<file path="src/rtl/not_gate_bist_pkg.sv">
// Shared types and constants for the gate-bank self-test.
// State encodings are fixed so the debug port view stays stable.
package not_gate_bist_pkg;

  typedef enum logic [2:0] {
    ST_IDLE  = 3'd0,
    ST_APPLY = 3'd1,
    ST_WAIT  = 3'd2,
    ST_CHECK = 3'd3,
    ST_DONE  = 3'd4
  } state_e;

  localparam logic [7:0] ERR_MAX = 8'd255;

  function automatic logic [7:0] sat_inc(
    input logic [7:0] v
  );
    return (v == ERR_MAX) ? v : v + 8'd1;
  endfunction

endpackage

</file>
<file path="src/rtl/not_gate_bist_settle_timer.sv">
// Loadable down-counter that times the settle window.
// Counts down to zero and parks there until reloaded.
module bist_settle_timer (
  input  logic       clk,
  input  logic       rst_n,
  input  logic       load,
  input  logic [3:0] load_val,
  output logic       zero
);

  logic [3:0] cnt_q, cnt_d;

  always_comb begin
    cnt_d = cnt_q;
    if (load)
      cnt_d = load_val;
    else if (cnt_q != 4'd0)
      cnt_d = cnt_q - 4'd1;
  end

  always_ff @(posedge clk or negedge rst_n) begin
    if (!rst_n) cnt_q <= 4'd0;
    else        cnt_q <= cnt_d;
  end

  assign zero = (cnt_q == 4'd0);

endmodule

</file>
<file path="src/rtl/not_gate_bist.sv">
// Exhaustive-vector self-test for a bank of WIDTH gates.
// Sweeps every input, compares after a settle window, counts misses.
module not_gate_bist
  import not_gate_bist_pkg::*;
#(
  parameter int WIDTH  = 1,
  parameter int SETTLE = 2,
  parameter bit INVERT = 1'b1
) (
  input  logic             clk,
  input  logic             rst_n,
  input  logic             start,
  output logic [WIDTH-1:0] dut_a,
  input  logic [WIDTH-1:0] dut_y,
  output logic             busy,
  output logic             done,
  output logic             pass,
  output logic [7:0]       err_count,
  output logic [WIDTH-1:0] first_fail_vec
);

  localparam logic [WIDTH:0] LAST =
    {1'b0, {WIDTH{1'b1}}};
  localparam logic [WIDTH:0] ONE =
    (WIDTH+1)'(1);
  localparam logic [3:0] LOAD_VAL =
    4'(SETTLE - 1);

  state_e           state_q, state_d;
  logic [WIDTH:0]   vec_q, vec_d;
  logic [WIDTH-1:0] a_q, a_d;
  logic [WIDTH-1:0] ffv_q, ffv_d;
  logic [7:0]       err_q, err_d;
  logic             pass_q, pass_d;
  logic             tmr_load;
  logic             tmr_zero;
  logic [WIDTH-1:0] exp_y;
  logic             miss;

  bist_settle_timer u_timer (
    .clk      (clk),
    .rst_n    (rst_n),
    .load     (tmr_load),
    .load_val (LOAD_VAL),
    .zero     (tmr_zero)
  );

  assign exp_y = INVERT ? ~vec_q[WIDTH-1:0]
                        :  vec_q[WIDTH-1:0];
  // X/Z on the bank output must count as a miss
  assign miss  = (dut_y !== exp_y);

  always_comb begin
    state_d  = state_q;
    vec_d    = vec_q;
    a_d      = a_q;
    ffv_d    = ffv_q;
    err_d    = err_q;
    pass_d   = pass_q;
    tmr_load = 1'b0;
    unique case (state_q)
      ST_IDLE: begin
        if (start) begin
          err_d   = 8'd0;
          ffv_d   = '0;
          pass_d  = 1'b0;
          vec_d   = '0;
          state_d = ST_APPLY;
        end
      end
      ST_APPLY: begin
        a_d      = vec_q[WIDTH-1:0];
        tmr_load = 1'b1;
        state_d  = ST_WAIT;
      end
      ST_WAIT: begin
        if (tmr_zero) state_d = ST_CHECK;
      end
      ST_CHECK: begin
        if (miss) begin
          err_d = sat_inc(err_q);
          if (err_q == 8'd0)
            ffv_d = vec_q[WIDTH-1:0];
        end
        if (vec_q == LAST) begin
          state_d = ST_DONE;
        end else begin
          vec_d   = vec_q + ONE;
          state_d = ST_APPLY;
        end
      end
      ST_DONE: begin
        pass_d  = (err_q == 8'd0);
        a_d     = '0;
        state_d = ST_IDLE;
      end
      default: state_d = ST_IDLE;
    endcase
  end

  always_ff @(posedge clk or negedge rst_n) begin
    if (!rst_n) begin
      state_q <= ST_IDLE;
      vec_q   <= '0;
      a_q     <= '0;
      ffv_q   <= '0;
      err_q   <= 8'd0;
      pass_q  <= 1'b0;
    end else begin
      state_q <= state_d;
      vec_q   <= vec_d;
      a_q     <= a_d;
      ffv_q   <= ffv_d;
      err_q   <= err_d;
      pass_q  <= pass_d;
    end
  end

  assign dut_a          = a_q;
  assign busy           = (state_q != ST_IDLE);
  assign done           = (state_q == ST_DONE);
  assign pass           = pass_q;
  assign err_count      = err_q;
  assign first_fail_vec = ffv_q;

endmodule

</file>
<file path="config.mk">
export PLATFORM = sky130hd
export DESIGN_NAME = not_gate_bist
export DESIGN_NICKNAME = d
export VERILOG_FILES = /design/src/rtl/not_gate_bist_pkg.sv /design/src/rtl/not_gate_bist_settle_timer.sv /design/src/rtl/not_gate_bist.sv
export SDC_FILE = /design/constraint.sdc
export NUM_CORES = 1
export LEC_CHECK = 0
export BUFFER_PORTS_ARGS = -buffer_cell sky130_fd_sc_hd__buf_4
export CAP_MARGIN = 20
export CORE_MARGIN = 1.5
export CORE_UTILIZATION = 50
export CTS_CLUSTER_SIZE = 8
export DETAILED_ROUTE_END_ITERATION = 12
export MAX_ROUTING_LAYER = met4
export PLACE_DENSITY = 0.73
export SLEW_MARGIN = 20
export SYNTH_ARGS = -nofsm -noshare
export SYNTH_HDL_FRONTEND = slang
export SYNTH_HIERARCHICAL = 1
export SYNTH_SLANG_ARGS = --single-unit
</file>
<file path="constraint.sdc">
create_clock -name clk -period 1.88 [get_ports clk]
set_input_delay 0.376 -clock clk [delete_from_list [all_inputs] [get_ports clk]]
set_output_delay 0.376 -clock clk [all_outputs]
set_load 0.005 [all_outputs]
</file>
==> impl_metrics.json <==
{
  "netlist_area_um2": 1180,
  "yosysTopAreaCellShare": 0.425,
  "yosys_warnings": 6,
  "holdPathStages": 3,
  "top_level_ports": 17,
  "grt_pass1_vias": 895,
  "n_fill_cell": 216,
  "drc_errors": 0,
  "syn_area_per_cell_um2": 9.90,
  "diodes": 0,
  "clock_latency_ns": 0.29,
  "yosysSeqAreaShare": 0.425,
  "ir_worst_vdd_mv": 0.923,
  "slew_viol_final": 0,
  "run_status": "finished clean",
  "p_per_area_nw_per_um2": 1350,
  "grt.total_usage": 0.225,
  "finalHoldViolations": 0,
  "ys_ff_latch": 20,
  "cts_resized": 0,
  "cp_data_required_time_ns": 1.50,
  "synthTopCellsByCount": "20 x dfrtp_1, 13 x nand2_1, 8 x a21oi_1, 8 x inv_1, 7 x nor2_1",
  "port_buffers": 16,
  "crit_fanout": 8,
  "drtPass1Iterations": 5,
  "cp-start-kind": "flip-flop",
  "layout_min_cycle_time_ns": 1.81,
  "p_leak_nw": 0.640,
  "drt.antenna.violating_nets": 0,
  "fin_util": 0.614,
  "synth_cell_types": 45,
  "wl_mm": 2.44,
  "min_to": "state_q[0]",
  "vias": 933,
  "r2r_setup_slack_ns": 0.23,
  "wire_per_inst_um": 14.6,
  "core_um2": 2210,
  "critPathKind": "reg2out",
  "timing.fmax_mhz": 552,
  "clk_pin_slew_worst_paths_ns": 0.11,
  "finalClockSkew_ns": 0.00297,
  "cp.arrival_ns": 1.44,
  "timing.rr.start": "err_count[0]",
  "slowest_stage": "dfrtp_1",
  "die_w_um": 51.6,
  "yosys.area.top_type": "dfrtp_1",
  "synth_area_leaders": "dfrtp_1 42%, ha_1 4.2%, nand2_1 4.1%",
  "grt_pass1_wl_mm": 4.21,
  "drive_gt1_frac": 0.237,
  "viasPerCell": 5.59,
  "worstPathCellList": "or3_2 -> buf_4",
  "cts_buffers": 3,
  "synth-edff-count": 0,
  "rsz0062_at_grt": "false",
  "start_util": 0.533,
  "antenna_found_initial": 0,
  "cts_buffer_depth": 2,
  "htree_levels": 1,
  "synth_ff_type": "dfrtp_1",
  "rows": 17,
  "synth.most_common_cell": "dfrtp_1",
  "worstHoldStart": "start",
  "area_growth_pct": 15.2,
  "layout.nets": 149,
  "crit_path_end_kind": "primary output",
  "reg2reg_to": "first_fail_vec",
  "routabilityCongestion": 0.753,
  "die_h_um": 51.6,
  "syn_inst": 119,
  "post-route-period-util": 0.964,
  "grt_max_degree": 21,
  "hpwl_mm": 1.84,
  "setup_tns_ns": 0,
  "drt_iter0_markers": 15,
  "slowest_delay_ns": 0.51,
  "setup_viol": 0,
  "async_flop_share": 1.00,
  "cts_sinks": 20,
  "worst_r2r_path_depth": 6,
  "root_buffer": "clkbuf_4",
  "die_area_um2": 2660,
  "min_path_type": "in2reg",
  "overflow": 0,
  "cts_tree": "done",
  "drv_cap": 0
}
[what timing repair did]
item,in CTS,in global routing
hold buffers,1,0
endpoints found under the setup margin,0,0
endpoints found under the hold margin,20,0
buffers inserted,0,0
[per-layer routing]
layer | up-vias | GRT usage | routed length [um]
met5 | - | - | 0
met4 | 0 | 0.105 | 41
met3 | 5 | 0.0374 | 80
met2 | 19 | 0.355 | 1140
met1 | 446 | 0.285 | 1180
li1 | 463 | - | -
[registers in the layout (all words and copies together), names as in the netlist]
signal and cells:
u_timer/cnt_q 4, vec_q 2, err_count 8, first_fail_vec 1, state_q 3, dut_a 1, pass 1
[metrics by stage]
step | cell area, um2 | cells | setup WS, ns | power (mW) | hold WS (ns)
after CTS | 1360 | 167 | 0.0558 | 1.85 | 0.379
after global placement | 1330 | 163 | 0.305 | 1.59 | 0.270
after global routing | 1360 | 167 | 0.0131 | 1.99 | 0.375
final | 1360 | 167 | 0.0683 | 1.84 | 0.376
after floorplan | 1190 | 121 | 0.288 | 1.40 | 0.0804
after detailed placement | 1330 | 163 | 0.249 | 1.64 | 0.271
[cell usage in the layout (no fill, tap or decap), types with 2 or more instances in the layout]
cell	n
a21oi_1	8
a41oi_1	2
buf_4	20
clkbuf_4	3
conb_1	4
dfrtp_1	20
ha_1	4
inv_1	8
mux2_2	3
mux2i_1	4
nand2_1	13
nor2_1	7
nor3_1	3
nor3b_1	2
o21ai_0	3
o21ai_1	2
o31ai_1	4
xnor2_1	2
[cell type report]
type	instances	area (um2)	share of cell area
Multi-Input combinational cell	87	609	0.449
Clock buffer	3	22.5	0.0166
Timing Repair Buffer	21	160	0.118
Sequential cell	20	500	0.369
Tap cell	28	35.0	0.0258
Inverter	8	30.0	0.0221
[critical path: cells and delay by family (launching register included)]
kind,cells,cell delay (ns)
buf+inv,1,0.14
flops,1,0.51
simple gates,1,0.49
[worst max-delay path by stage]
stage                       from        endpoint  depth (start not counted)
floorplan           err_count[0]    err_count[3]                          6
detailed placement  err_count[0]  first_fail_vec                          6
CTS                   state_q[2]            busy                          2
global placement    err_count[0]    err_count[3]                          5
finish                state_q[1]            busy                          2
global route          state_q[1]            busy                          2
[cell families after synthesis]
| family | count (synthesis) | share of synthesized area |
|---|---|---|
| AOI/OAI and AO/OA | 31 | 0.185 |
| and+or+nand+nor | 38 | 0.192 |
| DFF | 20 | 0.425 |
| buffers and inverters | 14 | 0.0648 |
| xor gates and xnor gates | 3 | 0.0223 |
| muxes | 7 | 0.0626 |
| other | 2 | 0.00637 |
| adders and majority gates | 4 | 0.0425 |
[power by group]
part	switching, mW	leakage, nW	internal (mW)	total, mW
Combinational	0.413	0.363	0.473	0.885
Clock	0.124	0.0138	0.0746	0.198
Sequential	0.188	0.263	0.566	0.754
Total	0.724	0.640	1.11	1.84
Note: power is estimated with default switching activity, not from simulation.
